### src/rtl/qam_pkg.sv
// Shared constants, reference tables and symbol mapping for the 4-QAM link.
package qam_pkg;

    localparam int unsigned SPS      = 8;
    localparam int unsigned SAMPLE_W = 8;
    localparam int unsigned REF_W    = 8;
    localparam int unsigned REF_FS   = 127;

    // Which carrier reference a correlator multiplies against.
    typedef enum logic {
        REF_COS = 1'b0,
        REF_SIN = 1'b1
    } ref_sel_e;

    // Symbol bit value that maps to the negative amplitude (-A); the other maps to +A.
    localparam logic MAP_NEG_BIT = 1'b1;
    localparam logic MAP_POS_BIT = 1'b0;

    // Reference sample for phase n; SPS=8 uses the fixed table, other sizes are computed.
    function automatic logic signed [REF_W-1:0] ref_lut(ref_sel_e sel, int unsigned n,
                                                        int unsigned sps);
        logic signed [REF_W-1:0] cos_t [8];
        logic signed [REF_W-1:0] sin_t [8];
        real ang;
        real val;
        cos_t = '{8'sd127, 8'sd90, 8'sd0, -8'sd90, -8'sd127, -8'sd90, 8'sd0, 8'sd90};
        sin_t = '{8'sd0, 8'sd90, 8'sd127, 8'sd90, 8'sd0, -8'sd90, -8'sd127, -8'sd90};
        if (sps == 8) begin
            return (sel == REF_COS) ? cos_t[n % 8] : sin_t[n % 8];
        end
        ang = 2.0 * 3.14159265358979 * $itor(n) / $itor(sps);
        val = (sel == REF_COS) ? $itor(REF_FS) * $cos(ang) : $itor(REF_FS) * $sin(ang);
        val = (val >= 0.0) ? val + 0.5 : val - 0.5;
        return REF_W'($rtoi(val));
    endfunction

endpackage

### src/rtl/qam_correlator.sv
// Multiplies each accepted sample by one carrier reference and integrates over a symbol.
module qam_correlator
    import qam_pkg::*;
#(
    parameter ref_sel_e    SEL      = REF_COS,
    parameter int unsigned SPS      = qam_pkg::SPS,
    parameter int unsigned SAMPLE_W = qam_pkg::SAMPLE_W,
    parameter int unsigned REF_W    = qam_pkg::REF_W,
    parameter int unsigned ACC_W    = SAMPLE_W + REF_W + $clog2(SPS)
) (
    input  logic                       clk,
    input  logic                       rst_n,
    input  logic signed [SAMPLE_W-1:0] sample_in,
    input  logic                       en,
    input  logic                       restart,
    input  logic [$clog2(SPS)-1:0]     phase,
    output logic signed [ACC_W-1:0]    acc_next
);

    localparam int unsigned PROD_W = SAMPLE_W + REF_W;

    logic signed [REF_W-1:0]  lut [SPS];
    logic signed [REF_W-1:0]  ref_val;
    logic signed [PROD_W-1:0] prod;
    logic signed [ACC_W-1:0]  acc_d;
    logic signed [ACC_W-1:0]  acc_q;

    for (genvar g = 0; g < SPS; g++) begin : g_lut
        assign lut[g] = ref_lut(SEL, g, SPS);
    end

    // Full-precision product and restart-or-accumulate next value.
    always_comb begin
        ref_val = lut[phase];
        prod    = sample_in * ref_val;
        acc_d   = acc_q;
        if (en) begin
            acc_d = restart ? ACC_W'(prod) : acc_q + ACC_W'(prod);
        end
    end

    // Accumulator register.
    always_ff @(posedge clk or negedge rst_n) begin
        if (!rst_n) begin
            acc_q <= '0;
        end else begin
            acc_q <= acc_d;
        end
    end

    // Slicer needs the value including the sample being integrated this cycle.
    assign acc_next = acc_d;

endmodule

### src/rtl/qam4_demod.sv
// 4-QAM receive demodulator: phase tracking, I/Q correlation and sign slicing.
module qam4_demod
    import qam_pkg::*;
#(
    parameter int unsigned SPS      = qam_pkg::SPS,
    parameter int unsigned SAMPLE_W = qam_pkg::SAMPLE_W,
    parameter int unsigned REF_W    = qam_pkg::REF_W,
    parameter int unsigned ACC_W    = SAMPLE_W + REF_W + $clog2(SPS)
) (
    input  logic                       clk,
    input  logic                       rst,
    input  logic signed [SAMPLE_W-1:0] sample_in,
    input  logic                       sample_valid,
    input  logic                       sym_sync,
    output logic [1:0]                 data_out,
    output logic                       data_valid,
    output logic [$clog2(SPS)-1:0]     phase
);

    localparam int unsigned PHASE_W = $clog2(SPS);

    logic [PHASE_W-1:0]      phase_d, phase_q;
    logic [1:0]              data_out_d, data_out_q;
    logic                    data_valid_d, data_valid_q;
    logic [PHASE_W-1:0]      ref_phase;
    logic                    restart;
    logic signed [ACC_W-1:0] acc_i_next;
    logic signed [ACC_W-1:0] acc_q_next;

    qam_correlator #(
        .SEL      (REF_COS),
        .SPS      (SPS),
        .SAMPLE_W (SAMPLE_W),
        .REF_W    (REF_W),
        .ACC_W    (ACC_W)
    ) u_corr_i (
        .clk       (clk),
        .rst_n     (rst),
        .sample_in (sample_in),
        .en        (sample_valid),
        .restart   (restart),
        .phase     (ref_phase),
        .acc_next  (acc_i_next)
    );

    qam_correlator #(
        .SEL      (REF_SIN),
        .SPS      (SPS),
        .SAMPLE_W (SAMPLE_W),
        .REF_W    (REF_W),
        .ACC_W    (ACC_W)
    ) u_corr_q (
        .clk       (clk),
        .rst_n     (rst),
        .sample_in (sample_in),
        .en        (sample_valid),
        .restart   (restart),
        .phase     (ref_phase),
        .acc_next  (acc_q_next)
    );

    // Phase advance, sync override and end-of-symbol slicing.
    always_comb begin
        phase_d      = phase_q;
        data_out_d   = data_out_q;
        data_valid_d = 1'b0;
        // A sync sample is phase 0 regardless of the counter.
        ref_phase    = sym_sync ? '0 : phase_q;
        restart      = sym_sync || (phase_q == '0);
        if (sample_valid) begin
            if (sym_sync) begin
                phase_d = PHASE_W'(1);
            end else begin
                phase_d = phase_q + 1'b1;
                if (phase_q == PHASE_W'(SPS - 1)) begin
                    data_valid_d = 1'b1;
                    data_out_d   = {acc_i_next[ACC_W-1] ? MAP_NEG_BIT : MAP_POS_BIT,
                                    acc_q_next[ACC_W-1] ? MAP_NEG_BIT : MAP_POS_BIT};
                end
            end
        end
    end

    // Control and output registers.
    always_ff @(posedge clk or negedge rst) begin
        if (!rst) begin
            phase_q      <= '0;
            data_out_q   <= '0;
            data_valid_q <= 1'b0;
        end else begin
            phase_q      <= phase_d;
            data_out_q   <= data_out_d;
            data_valid_q <= data_valid_d;
        end
    end

    assign data_out   = data_out_q;
    assign data_valid = data_valid_q;
    assign phase      = phase_q;

endmodule

### config.mk
export PLATFORM = sky130hd
export DESIGN_NAME = qam4_demod
export DESIGN_NICKNAME = d
export VERILOG_FILES = /design/src/rtl/qam_pkg.sv /design/src/rtl/qam_correlator.sv /design/src/rtl/qam4_demod.sv
export SDC_FILE = /design/constraint.sdc
export NUM_CORES = 1
export LEC_CHECK = 0
export CAP_MARGIN = 10
export CORE_MARGIN = 5
export CORE_UTILIZATION = 29
export CTS_CLUSTER_SIZE = 20
export DETAILED_ROUTE_END_ITERATION = 10
export PLACE_DENSITY = 0.48
export SLEW_MARGIN = 5
export SYNTH_ARGS = -nofsm -noshare
export SYNTH_HDL_FRONTEND = slang
export SYNTH_SLANG_ARGS = --single-unit
export TNS_END_PERCENT = 30
### constraint.sdc
create_clock -name clk -period 7.6 [get_ports clk]
set_clock_uncertainty 0.05 [all_clocks]
set_input_delay 1.14 -clock clk [delete_from_list [all_inputs] [get_ports clk]]
set_output_delay 1.14 -clock clk [all_outputs]
set_load 0.1 [all_outputs]
==> results by stage <==
Status:
- The run finished with clean final reports.

Hold path:
- The launch instance of the worst min-delay path is u_corr_i.acc_q[2].
- The worst min-delay path class is flop to flop.

CTS:
- The number of buffers on the longest clock path is 2.
- The latest clock arrival within the worst-skew pair is 290 ps.
- The H-tree was split into 2 levels.
- The post-cts hold buffer count is 0.
- Clock tree synthesis inserted a total of 5 buffers.
- The cell at the root of the clock tree is sky130_fd_sc_hd__clkbuf_16.
- The clock transition at the registers of the reported paths is 70 ps.
- TritonCTS built the clock tree.
- Clock tree synthesis found a total of 44 sinks.

STA:
- For the pin with the worst max-slew slack, the measured transition is 1071 ps.
- The part of the cycle the worst path needs is 96.98%.
- The slack of the critical path is 229.2 ps.
- The final-report max-slew violation count came to 0.
- The shortest clock period the worst path allows after layout is 7371 ps.
- The final number of hold-violating endpoints is 0.
- Setup repair after global routing could not meet its margin everywhere.
- The maximum frequency from static timing analysis is 135.7 MHz.
- Summed over all failing endpoints, the final setup total negative slack is 0 ps.
- Measured against its own limit, the worst slew margin works out to 28.37%.
- Setup violations remaining at the end of the flow were counted as 0.

Die:
- The area of the die is 0.03313 mm2.
- The total area inside the core boundary comes to 0.02940 mm2.
- The effective utilization at floorplan is 29.19%.
- The height of the die is 182.0 um.
- The number of primary I/O pins is 18.
- The number of placement rows is 63.
- The overall die width is 182.0 um.

Synth:
- The cell area after technology mapping is 0.008582 mm2.
- The Yosys step of the flow raised 0 warnings.
- The proportion of synthesized chip area in sequential cells is 12.83%.
- Yosys mapped the design onto 64 distinct sky130hd cell types.
- Synthesis inferred 44 register bits.
- In this run, synthesis inferred 0 flip-flops with an integrated enable.
- Counting flops with an async set or reset pin after synthesis yields a share of 100.0%.
- The most common flop cell mapped by yosys is sky130_fd_sc_hd__dfrtp_1.
- A synthesized cell averages 8.414 um2.
- The post-synth net total is 1,242.
- The synthesized instance count is 1,020.

Critical path:
- The startpoint identified for the worst register-to-register timing path is phase[0].
- The element type at the critical path start is a primary input.
- The category of the worst setup path capture point is a flop.
- The worst path arrival time is 7490 ps.
- For this design, the slowest cell found on the critical path is sky130_fd_sc_hd__fa_1.
- The maximum fanout along the worst path is 5.
- In this design, the stage delay of the slowest critical-path cell is 520 ps.
- STA puts the critical path data required time at 7720 ps.
- Counting both buffers and inverters, the worst setup path holds a total of 10.
- By instance count, the cell type seen most on the critical path is sky130_fd_sc_hd__buf_4.
- The launching element of the worst setup path is sym_sync.
- The worst setup path is of the primary input to flop kind.
- The kind of cell adding the most delay to the critical path is adder cells.

GRT:
- The overall track demand over capacity in global routing is 13.08%.
- The via count of the first global-routing pass is 7,383.
- The first global-routing pass estimated 36,430 um of wire.
- The maximum number of pins on one net before global-route repair is 55.
- The initial antenna violation count is 1.
- Global routing finished with a remaining overflow of 0.

Placement:
- The post-detailed-placement half-perimeter wirelength is 17,100 um.
- The worst slack at placement is -665.6 ps.
- The weighted congestion at the end of routability-driven global placement is 0.7914.
- The number of port buffers is 17.

Run:
- The number of violations of the max-capacitance limit is 0.

Finish:
- Of the cells placed in the final design, the portion with a size suffix greater than 1 is 25.02%.
- The area growth from synthesis to layout is 30.41%.
- The number of diodes is 0.
- The net count reported at finish is 1,436.

Drt:
- The final routed wirelength across all metal layers is 21,200 um.
- In the final routed layout, each cell accounts on average for 13.21 um.
- The DRC violation total after the first TritonRoute iteration is 265.
- The detailed-routing iteration count for the pre-antenna-repair pass is 4.
- In this run the remaining antenna-violating nets after routing total 0.
- The ratio of routed vias to standard cells is 4.454.
- For this block, the via count after detailed routing is 7,149.
- After detailed routing, the number of remaining DRC violations is 0.
cell families after synthesis:
| kind of cell | share of synthesized area (%) |
|---|---|
| AND/OR/NAND/NOR | 15.51 |
| adder cells (fa/ha/maj) | 38.87 |
| AO/OA/AOI/OAI | 14.84 |
| buffers and inverters | 8.471 |
| XOR/XNOR | 8.325 |
| flip-flops | 12.83 |
| multiplexers | 1.152 |
metrics by stage:
step / cells / instance area [um2] / hold slack, ps / util [%]
after floorplan: 1020 / 8583 / 421.7 / -
after global placement: 1585 / 10530 / 437.4 / 35.83
after detailed placement: 1585 / 10530 / 447.9 / 35.83
after CTS: 1596 / 10780 / 464.0 / 36.66
after global routing: 1605 / 11190 / 493.4 / 38.07
final: 1605 / 11190 / 472.6 / 38.07
cells in the mapped netlist, types with 2 or more instances:
master | number | area share (%)
sky130_fd_sc_hd__mux2i_1 | 5 | 0.58
sky130_fd_sc_hd__o21a_1 | 9 | 0.79
sky130_fd_sc_hd__ha_1 | 117 | 17
sky130_fd_sc_hd__a31o_2 | 5 | 0.51
sky130_fd_sc_hd__nand3_1 | 15 | 0.87
sky130_fd_sc_hd__a32oi_1 | 2 | 0.20
sky130_fd_sc_hd__o41ai_1 | 2 | 0.20
sky130_fd_sc_hd__mux2_2 | 3 | 0.39
sky130_fd_sc_hd__fa_1 | 93 | 22
sky130_fd_sc_hd__clkbuf_1 | 27 | 1.2
sky130_fd_sc_hd__inv_1 | 156 | 6.8
sky130_fd_sc_hd__a211o_1 | 4 | 0.41
sky130_fd_sc_hd__xnor2_1 | 52 | 5.3
sky130_fd_sc_hd__or3_1 | 3 | 0.22
sky130_fd_sc_hd__o21ai_0 | 30 | 1.7
sky130_fd_sc_hd__nand2_1 | 72 | 3.1
sky130_fd_sc_hd__a21o_2 | 2 | 0.20
sky130_fd_sc_hd__nand2b_1 | 9 | 0.66
sky130_fd_sc_hd__xor2_1 | 24 | 2.4
sky130_fd_sc_hd__nor2b_1 | 3 | 0.22
sky130_fd_sc_hd__a21boi_0 | 3 | 0.26
sky130_fd_sc_hd__o21bai_1 | 7 | 0.61
sky130_fd_sc_hd__a21oi_1 | 84 | 4.9
sky130_fd_sc_hd__a31oi_1 | 16 | 1.2
sky130_fd_sc_hd__xnor2_2 | 2 | 0.38
sky130_fd_sc_hd__buf_1 | 3 | 0.13
sky130_fd_sc_hd__nor2_1 | 103 | 4.5
sky130_fd_sc_hd__a311oi_1 | 2 | 0.20
sky130_fd_sc_hd__a211oi_1 | 6 | 0.52
sky130_fd_sc_hd__and3_1 | 6 | 0.44
sky130_fd_sc_hd__o211ai_1 | 2 | 0.17
sky130_fd_sc_hd__nor3_1 | 14 | 0.82
sky130_fd_sc_hd__dfrtp_1 | 44 | 13
sky130_fd_sc_hd__and2_1 | 49 | 3.6
sky130_fd_sc_hd__nand3b_1 | 4 | 0.35
sky130_fd_sc_hd__a21o_1 | 14 | 1.2
per-layer routing:
| layer | global-route usage (%) | wire length [um] | vias up |
|---|---|---|---|
| met1 | 19.25 | 11100 | 3368 |
| met2 | 21.25 | 9549 | 51 |
| met4 | 1.891 | 191 | 2 |
| li1 | - | - | 3713 |
| met3 | 1.322 | 356 | 15 |
| met5 | 0 | 7 | - |
path summary, 6_finish.rpt:
kind / endpoint / slack (ps) / cells after the start
hold / removal: u_corr_i.acc_q[2] / 470 / 1
min in group asynchronous: u_corr_i.acc_q[17] / 890 / 2
max in group asynchronous: u_corr_q.acc_q[10] / 6180 / 2
hold reg to reg: u_corr_i.acc_q[2] / 470 / 1
setup / recovery: data_out[0] / 230 / 34
setup reg to reg: data_out[0] / 610 / 34
area by class of cell:
type | count | area, um2
repair buffers | 220 | 1687
clock buffers | 7 | 142.6
fillers | 3015 | 18210
multi-input cells | 787 | 7178
well taps | 390 | 488.0
clock inverters | 1 | 7.507
flip-flops and latches | 44 | 1101
inverters | 156 | 588.1
sequential cells by signal, summed over array words and instances (netlist names):
| signal | count |
|---|---|
| u_corr_q.acc_q | 19 |
| phase | 3 |
| u_corr_i.acc_q | 19 |
| data_valid | 1 |
| data_out | 2 |
layout by cell type, fill, tap and decap left out, drive strengths merged, types with 44 or more instances in the layout:
master,netlist,layout
a21oi,84,84
and2,50,50
buf,6,206
dfrtp,44,44
fa,93,93
ha,117,117
inv,156,156
nand2,72,72
nor2,103,103
xnor2,54,54
timing repair:
| action | in CTS | in global routing |
|---|---|---|
| pin swaps | 11 | 39 |
| gates resized for setup | 17 | 70 |
| setup endpoints to repair | 11 | 13 |
| buffers inserted | 3 | 8 |
| cloned | 0 | 1 |
Power is left out: the tool's default activity adds up to more than one toggle a clock period on the data nets, which glitch-free logic cannot reach.
